==> src/rtl/spi_master_tx.sv <==
// SPI mode-0 transmit-side initiator: sends a DATA_WIDTH word MSB-first on
// mosi, samples miso on each sclk rise, and returns the received word with a
// one-cycle rx_valid strobe. Every output is a flop.
module spi_master_tx #(
    parameter int DATA_WIDTH = 32,
    parameter int CLK_DIV    = 4,
    parameter int SS_SETUP   = 4,
    parameter int SS_HOLD    = 4,
    parameter int SS_GAP     = 4
) (
    input  logic                  clock,
    input  logic                  reset_n,
    input  logic [DATA_WIDTH-1:0] tx_data,
    input  logic                  tx_valid,
    output logic                  tx_ready,
    output logic [DATA_WIDTH-1:0] rx_data,
    output logic                  rx_valid,
    output logic                  busy,
    output logic                  sclk,
    output logic                  ss_n,
    output logic                  mosi,
    input  logic                  miso
);

    localparam int CNT_W = 16;
    localparam int BIT_W = $clog2(DATA_WIDTH);

    localparam logic [CNT_W-1:0] SETUP_END = CNT_W'(SS_SETUP - 1);
    localparam logic [CNT_W-1:0] HALF_END  = CNT_W'(CLK_DIV - 1);
    // HOLD first completes the final low half-period of sclk, then keeps
    // ss_n low for SS_HOLD more clocks.
    localparam logic [CNT_W-1:0] HOLD_END  = CNT_W'(CLK_DIV + SS_HOLD - 1);
    localparam logic [CNT_W-1:0] GAP_END   = CNT_W'(SS_GAP - 1);
    localparam logic [BIT_W-1:0] LAST_BIT  = BIT_W'(DATA_WIDTH - 1);

    typedef enum logic [2:0] {IDLE, SETUP, LOW, HIGH, HOLD, GAP} state_t;

    state_t                state, state_nxt;
    logic [CNT_W-1:0]      cnt, cnt_nxt;
    logic [BIT_W-1:0]      bit_cnt, bit_cnt_nxt;
    // tx_sr holds only the bits not yet presented on mosi
    logic [DATA_WIDTH-2:0] tx_sr, tx_sr_nxt;
    logic [DATA_WIDTH-1:0] rx_sr, rx_sr_nxt, rx_data_nxt;
    logic                  sclk_nxt, ss_n_nxt, mosi_nxt, rx_valid_nxt;
    logic [1:0]            miso_sync;

    // Two-flop synchroniser for the asynchronous miso input
    always_ff @(posedge clock) begin
        if (!reset_n) miso_sync <= '0;
        else          miso_sync <= {miso_sync[0], miso};
    end

    // Next-state and next-output decode
    always_comb begin
        state_nxt    = state;
        cnt_nxt      = cnt + 1'b1;
        bit_cnt_nxt  = bit_cnt;
        tx_sr_nxt    = tx_sr;
        rx_sr_nxt    = rx_sr;
        rx_data_nxt  = rx_data;
        sclk_nxt     = sclk;
        ss_n_nxt     = ss_n;
        mosi_nxt     = mosi;
        rx_valid_nxt = 1'b0;
        case (state)
            IDLE: begin
                cnt_nxt = '0;
                if (tx_valid && tx_ready) begin
                    tx_sr_nxt   = tx_data[DATA_WIDTH-2:0];
                    mosi_nxt    = tx_data[DATA_WIDTH-1];
                    ss_n_nxt    = 1'b0;
                    bit_cnt_nxt = '0;
                    state_nxt   = SETUP;
                end
            end
            SETUP: begin
                if (cnt == SETUP_END) begin
                    cnt_nxt   = '0;
                    sclk_nxt  = 1'b1;
                    rx_sr_nxt = {rx_sr[DATA_WIDTH-2:0], miso_sync[1]};
                    state_nxt = HIGH;
                end
            end
            HIGH: begin
                if (cnt == HALF_END) begin
                    cnt_nxt  = '0;
                    sclk_nxt = 1'b0;
                    if (bit_cnt == LAST_BIT) begin
                        state_nxt = HOLD;
                    end else begin
                        mosi_nxt    = tx_sr[DATA_WIDTH-2];
                        tx_sr_nxt   = {tx_sr[DATA_WIDTH-3:0], 1'b0};
                        bit_cnt_nxt = bit_cnt + 1'b1;
                        state_nxt   = LOW;
                    end
                end
            end
            LOW: begin
                if (cnt == HALF_END) begin
                    cnt_nxt   = '0;
                    sclk_nxt  = 1'b1;
                    rx_sr_nxt = {rx_sr[DATA_WIDTH-2:0], miso_sync[1]};
                    state_nxt = HIGH;
                end
            end
            HOLD: begin
                if (cnt == HOLD_END) begin
                    cnt_nxt      = '0;
                    ss_n_nxt     = 1'b1;
                    rx_data_nxt  = rx_sr;
                    rx_valid_nxt = 1'b1;
                    state_nxt    = GAP;
                end
            end
            GAP: begin
                if (cnt == GAP_END) begin
                    cnt_nxt   = '0;
                    state_nxt = IDLE;
                end
            end
            default: state_nxt = IDLE;
        endcase
    end

    // State and output registers; reset abandons any transfer in flight
    always_ff @(posedge clock) begin
        if (!reset_n) begin
            state    <= IDLE;
            cnt      <= '0;
            bit_cnt  <= '0;
            tx_sr    <= '0;
            rx_sr    <= '0;
            rx_data  <= '0;
            rx_valid <= 1'b0;
            sclk     <= 1'b0;
            ss_n     <= 1'b1;
            mosi     <= 1'b0;
            busy     <= 1'b0;
            tx_ready <= 1'b1;
        end else begin
            state    <= state_nxt;
            cnt      <= cnt_nxt;
            bit_cnt  <= bit_cnt_nxt;
            tx_sr    <= tx_sr_nxt;
            rx_sr    <= rx_sr_nxt;
            rx_data  <= rx_data_nxt;
            rx_valid <= rx_valid_nxt;
            sclk     <= sclk_nxt;
            ss_n     <= ss_n_nxt;
            mosi     <= mosi_nxt;
            busy     <= (state_nxt != IDLE);
            tx_ready <= (state_nxt == IDLE);
        end
    end

endmodule

==> config.mk <==
export PLATFORM = sky130hd
export DESIGN_NAME = spi_master_tx
export DESIGN_NICKNAME = d
export VERILOG_FILES = /design/src/rtl/spi_master_tx.sv
export SDC_FILE = /design/constraint.sdc
export NUM_CORES = 1
export LEC_CHECK = 0
export ABC_AREA = 1
export CAP_MARGIN = 10
export CORE_MARGIN = 5
export CORE_UTILIZATION = 54
export CTS_CLUSTER_SIZE = 14
export DETAILED_ROUTE_END_ITERATION = 8
export PLACE_DENSITY = 0.79
export SYNTH_ARGS = -nofsm -noshare
export SYNTH_HDL_FRONTEND = slang
export SYNTH_SLANG_ARGS = --single-unit
==> constraint.sdc <==
create_clock -name clock -period 1.7 [get_ports clock]
set_input_delay 0.17 -clock clock [delete_from_list [all_inputs] [get_ports clock]]
set_output_delay 0.17 -clock clock [all_outputs]
set_load 0.05 [all_outputs]
; After elaboration in Yosys (flattened, before gate mapping)
; Cells that the tools add are included.
[word_totals]
regBits = 127
inputBits = 36
out_inout_bits = 38
wordCells = 72
[classes]
add_sub_neg = 2
n_eq_ne = 13
n_mux = 29
n_reduce_logical = 15
[ops]
columns = cell, n
row1 = $mux 31, 3
row2 = $pmux 31 s2, 1
row3 = $pmux 16 s3, 1
row4 = $mux 16, 2
row5 = $mux 3, 6
row6 = $add 16x1->16 const B, 1
row7 = $eq 16x2->1 const B, 1
row8 = $eq 16x3->1 const B, 1
row9 = $mux 5, 3
row10 = $pmux 3 s5, 1
row11 = $pmux 5 s2, 1
row12 = $mux 1, 8
row13 = $ne 2x2->1 const B, 4
row14 = $eq 3x2->1 const B, 2
row15 = $eq 3x3->1 const B, 2
row16 = $logic_not 3->1, 2
row17 = $pmux 1 s2, 3
row18 = $reduce_and 2->1, 3
row19 = $reduce_and 3->1, 2
row20 = $reduce_bool 2->1, 3
row21 = $add 5x1->5 const B, 1
row22 = $eq 5x5->1 const B, 1
row23 = $reduce_and 4->1, 1
row24 = $reduce_or 4->1, 1
row25 = 5 further kinds, 5

; Logic depth before layout (Yosys ltp)
[depth]
ltp_word = 5
depth_mapped = 12
ltp_nobuf = 12

; Worst setup path before layout
; OpenSTA, ideal clock, no wires.
[synth_timing]
path_type = reg-to-reg
start = register tx_ready
end = register tx_sr[22]
setup_ps = 113
arrival_ps = 1498
t_required_ps = 1587
path_slack_ps = 89
path_stages_with_launch = 10
n_path_buf = 2
synth_period_minus_slack_ps = 1611
cell_sequence = dfxtp_1 -> nand3_2 -> nor2_2 -> clkinv_2 -> nand2_2 -> nand2_4 -> buf_6 -> buf_12 -> o21ai_2 -> nor2_1
[synth_between]
elab_chain_len = 3
[synth_lines]
columns = item, line
row1 = "start, declared", 15  ; output logic tx_ready,
row2 = "start signal, assigned", 152  ; tx_ready <= (state_nxt == IDLE);
row3 = $logic_and 1x1->1, 68  ; if (tx_valid && tx_ready) begin
row4 = $ne 2x2->1 (no line), n/a
row5 = $reduce_and 4->1 (no line), n/a
row6 = "end signal, assigned", 144  ; tx_sr <= tx_sr_nxt;
row7 = "end, declared", 42  ; logic [DATA_WIDTH-2:0] tx_sr, tx_sr_nxt;
; No other way between the ends.
; A chain may end at the register's enable or synchronous reset.

; Final worst setup path
[layout_timing]
start = register bit_cnt[1]
end = register tx_sr[3]
[layout_between]
elab_chain_len = 3
[layout_lines]
columns = item, line
row1 = "start, declared", 40  ; logic [BIT_W-1:0] bit_cnt, bit_cnt_nxt;
row2 = "start signal, assigned", 143  ; bit_cnt <= bit_cnt_nxt;
row3 = $eq 5x5->1, 88  ; if (bit_cnt == LAST_BIT) begin
row4 = $ne 2x2->1 (no line), n/a
row5 = $reduce_and 4->1 (no line), n/a
; No other way between the ends.

==> results by group <==
Setup path
  – Critical Path Slowest Stage Cell: dfxtp_4
  – Worst flop-to-flop path startpoint: bit_cnt[1]
  – Most used cell, CP: nand2_4
  – Critical Path End Type: flop
  – Worst EP required: approximately 2.1 ns
  – FF-to-FF End: tx_sr[3]
  – CP peak stage delay: 0.37 ns
  – Critical Path, Cell by Cell: ha_4 -> inv_4 -> nor3_4 -> ha_2 -> inv_2 -> nand2_4 -> nand2_4 -> nand2_8 -> inv_8 -> clkbuf_16 -> nor2_2 -> nor2_1
  – FF-to-FF setup slack: -0.11 ns
  – Crit path kind: flop to flop
  – Worst setup SP type: flop
  – Crit Path Max Fanout: 7
  – Reg2Reg Depth: 12
  – CP arrival: approximately 2.2 ns

Global route
  – Initial antenna violation count: 0
  – Tot GR Track Use: 0.2116
  – Gr busiest metal: met2
  – Number of global-route vias before repair: around 4600
  – Grt met3 use: 0.05433
  – GRT Residual Overflow: 0
  – Met2 Use GR: 0.3610
  – Global-route wire length before repair: approximately 20000 um
  – Pin count of the biggest net entering global routing: 66
  – Met1 usage in global routing: 0.2589

Place
  – Detail Placement HPWL: approximately 7500 um
  – Placed inst area: slightly above 6000 sq um
  – Port buffer count: 73
  – Dpl cells: just under 900
  – Final Wtd Congestion: approximately 0.8

Yosys
  – Avg Synthesized Cell Area: between 7 and 8 sq um
  – Top FF cell, synth: dfxtp_1
  – Most frequent cell after synthesis: nand2_1
  – Most frequent cells after synthesis: nand2_1 (165), dfxtp_1 (127), nor2_1 (87)
  – Post-synth ARST share: 0
  – Yosys cell types: 36
  – Cell accounting for the most synthesized area: dfxtp_1
  – Post-synth EDFFs: 0
  – Syn Nets: 731
  – Seq cells post-synth: 127
  – Warnings from Yosys: 0
  – Synthesized area: 5223 sq um
  – Synthesized instance count: between 600 and 700
  – Sequential area share after synthesis: 0.4868
  – Synth top area cells: dfxtp_1 (49%), nand2_1 (12%), o21ai_0 (7.1%)
  – Synth top area share: 0.4868

STA
  – Unrepaired setup endpoints after global routing: true
  – Final Skew: about 0.0077 ns
  – Tcrit/Tclk final: 1.067
  – Count of pins over their slew limit: 0
  – Max_slew headroom: 0.6566
  – Final hold vios: 0
  – Setup violation total in the final timing report: 35
  – Worst Tran Pin Value: slightly above 0.5 ns
  – TNS Setup: -1.708 ns
  – Max frequency: 551.3 MHz
  – Final worst setup slack: -0.1138 ns
  – Final min period: 1.814 ns

Clock tree
  – CTS Sinks: approximately 130
  – H-tree levels: 4
  – Clk pin slew, worst setup/hold paths: 0.06 ns
  – Hold_buf cts: 0
  – Deepest clock path buffer count: 2
  – Worst skew pair latency: 0.53 ns
  – Cell chosen for the clock root: clkbuf_8
  – CTS tree: built
  – CTS buffer count: 17

Worst hold path
  – HP Class: primary input to flop
  – Min-Delay Path Depth: 3
  – Hold Path End: state[2]
  – Worst Min Path Start: reset_n

Route
  – Vias/cell: about 5.3
  – Wire length per cell: ~15 um
  – # DRC: 0
  – Pre-antenna DRT Iters: 5
  – Total Wirelength: around 14000 um
  – Vias: ~5000
  – Post-DRT Antenna Nets: 0
  – Initial DRC count: between 200 and 300

Outcome
  – Outcome: complete, but fails checks
  – Failing checks: setup timing

Final layout
  – Final Instance Count excl. Fillers: around 920
  – Multi-input logic area: approximately 2400 sq um
  – Area grow syn2layout: 34.62%
  – Reg area: about 2500 sq um
  – Ant diodes: 0
  – Fillers: between 600 and 700
  – Fin area: about 7000 sq um
  – Ratio of cells with drive above 1 in the final layout: 0.1863
  – Final net count: between 800 and 900

Run
  – Max-Cap Viols: 0

Power
  – P per Cell Area: ~1100 nW/um^2
  – Max IR drop VDD: approximately 0.68 mV
  – Leakage: 2.997 nW
  – Total power draw: between 7 and 8 mW

Floorplanning
  – Initial Util: 0.5599
  – DIE WIDTH: about 110 um
  – Floorplan core area: 9328 sq um
  – Rows: 35
  – Die height: 108.3 um
  – IO Pins: 74
  – DIE AREA: 11740 sq um
-- cell type report --
type | count | share of cell area
clock buffer | 17 | 0.05891
clock inverter | 14 | 0.03257
inverter | 65 | 0.03631
multi-input combinational | 465 | 0.3447
sequential | 127 | 0.3623
tap | 129 | 0.02296
timing repair buffer | 101 | 0.1422
-- stage by stage --
stage | utilization | hold slack (ns) | setup WS, ns
5_1_grt | 0.7537 | 0.08673 | -0.1958
3_5_place_dp | 0.6494 | 0.4067 | -0.1195
2_1_floorplan | - | 0.2676 | 0.08898
4_1_cts | 0.7184 | 0.04541 | 0.003932
6_report | 0.7537 | 0.06453 | -0.1138
3_3_place_gp | 0.6494 | 0.3983 | 0.04330
-- cells by family (layout without fill, tap and decap cells) --
kind of cell,after synthesis,in the layout,share of synthesized area
compound gates,147,147,0.1464
xor+xnor,10,10,0.01677
fa+ha+maj,3,3,0.007188
buf+inv,100,197,0.08816
flops,127,127,0.4868
simple gates,305,305,0.2547
-- critical path: cells and delay by family (launching register included) --
| family | cells | cell delay [ns] |
|---|---|---|
| buffers and inverters | 4 | 0.34 |
| adder cells (fa/ha/maj) | 2 | 0.36 |
| AND/OR/NAND/NOR | 6 | 0.63 |
| flip-flops | 1 | 0.37 |
-- routing by layer --
layer,wire length [um],part of all wire
met5,0,0
met4,388,0.028
met3,894,0.065
met2,6944,0.51
met1,5491,0.40
-- worst max-delay path by stage --
stage | startpoint | cells after the start | slack [ns] | to
3_3_place_gp | bit_cnt[0] | 12 | 0.04 | tx_sr[17]
4_1_cts | bit_cnt[1] | 12 | 0.004 | tx_sr[7]
5_1_grt | bit_cnt[1] | 11 | -0.20 | tx_sr[29]
3_5_place_dp | bit_cnt[1] | 12 | -0.12 | tx_sr[20]
6_report | bit_cnt[1] | 12 | -0.11 | tx_sr[3]
2_1_floorplan | tx_ready | 9 | 0.09 | tx_sr[22]
-- timing repair --
action                     4_1_cts  5_1_grt
resized for setup               44       63
setup endpoints to repair       67       93
gates cloned                     0        4
buffers inserted                 2        6
pin swaps                        1       12
-- flip-flops by register name (all words and copies together), names as in the netlist, 2 cells and up --
register,flops
cnt,16
tx_sr,31
rx_data,32
miso_sync,2
rx_sr,32
bit_cnt,5
state,3
-- layout by cell type (no fill, tap or decap), drive strengths merged --
cell type      synthesis  final
buf                   23     31
a21o                   1      1
a21oi                 43     43
clkinv                 1      4
nand3b                 2      2
dlygate4sd2            0     33
bufinv                 0      5
ha                     3      3
clkbuf                12     20
nand2                171    171
clkdlybuf4s50          0     34
nor3b                  1      1
nand4                  7      7
nor2                 103    103
nor3                   4      4
xor2                   6      6
inv                   64     70
o21bai                 1      1
o21ai                102    102
nand3                 17     17
xnor2                  4      4
dfxtp                127    127
-- where the power goes --
part	total [mW]	switching [mW]	internal, mW
sequential	3.15	0.0708	3.08
combinational	0.686	0.379	0.307
clock	3.95	1.39	2.56
(Power assumes the default switching activity.)
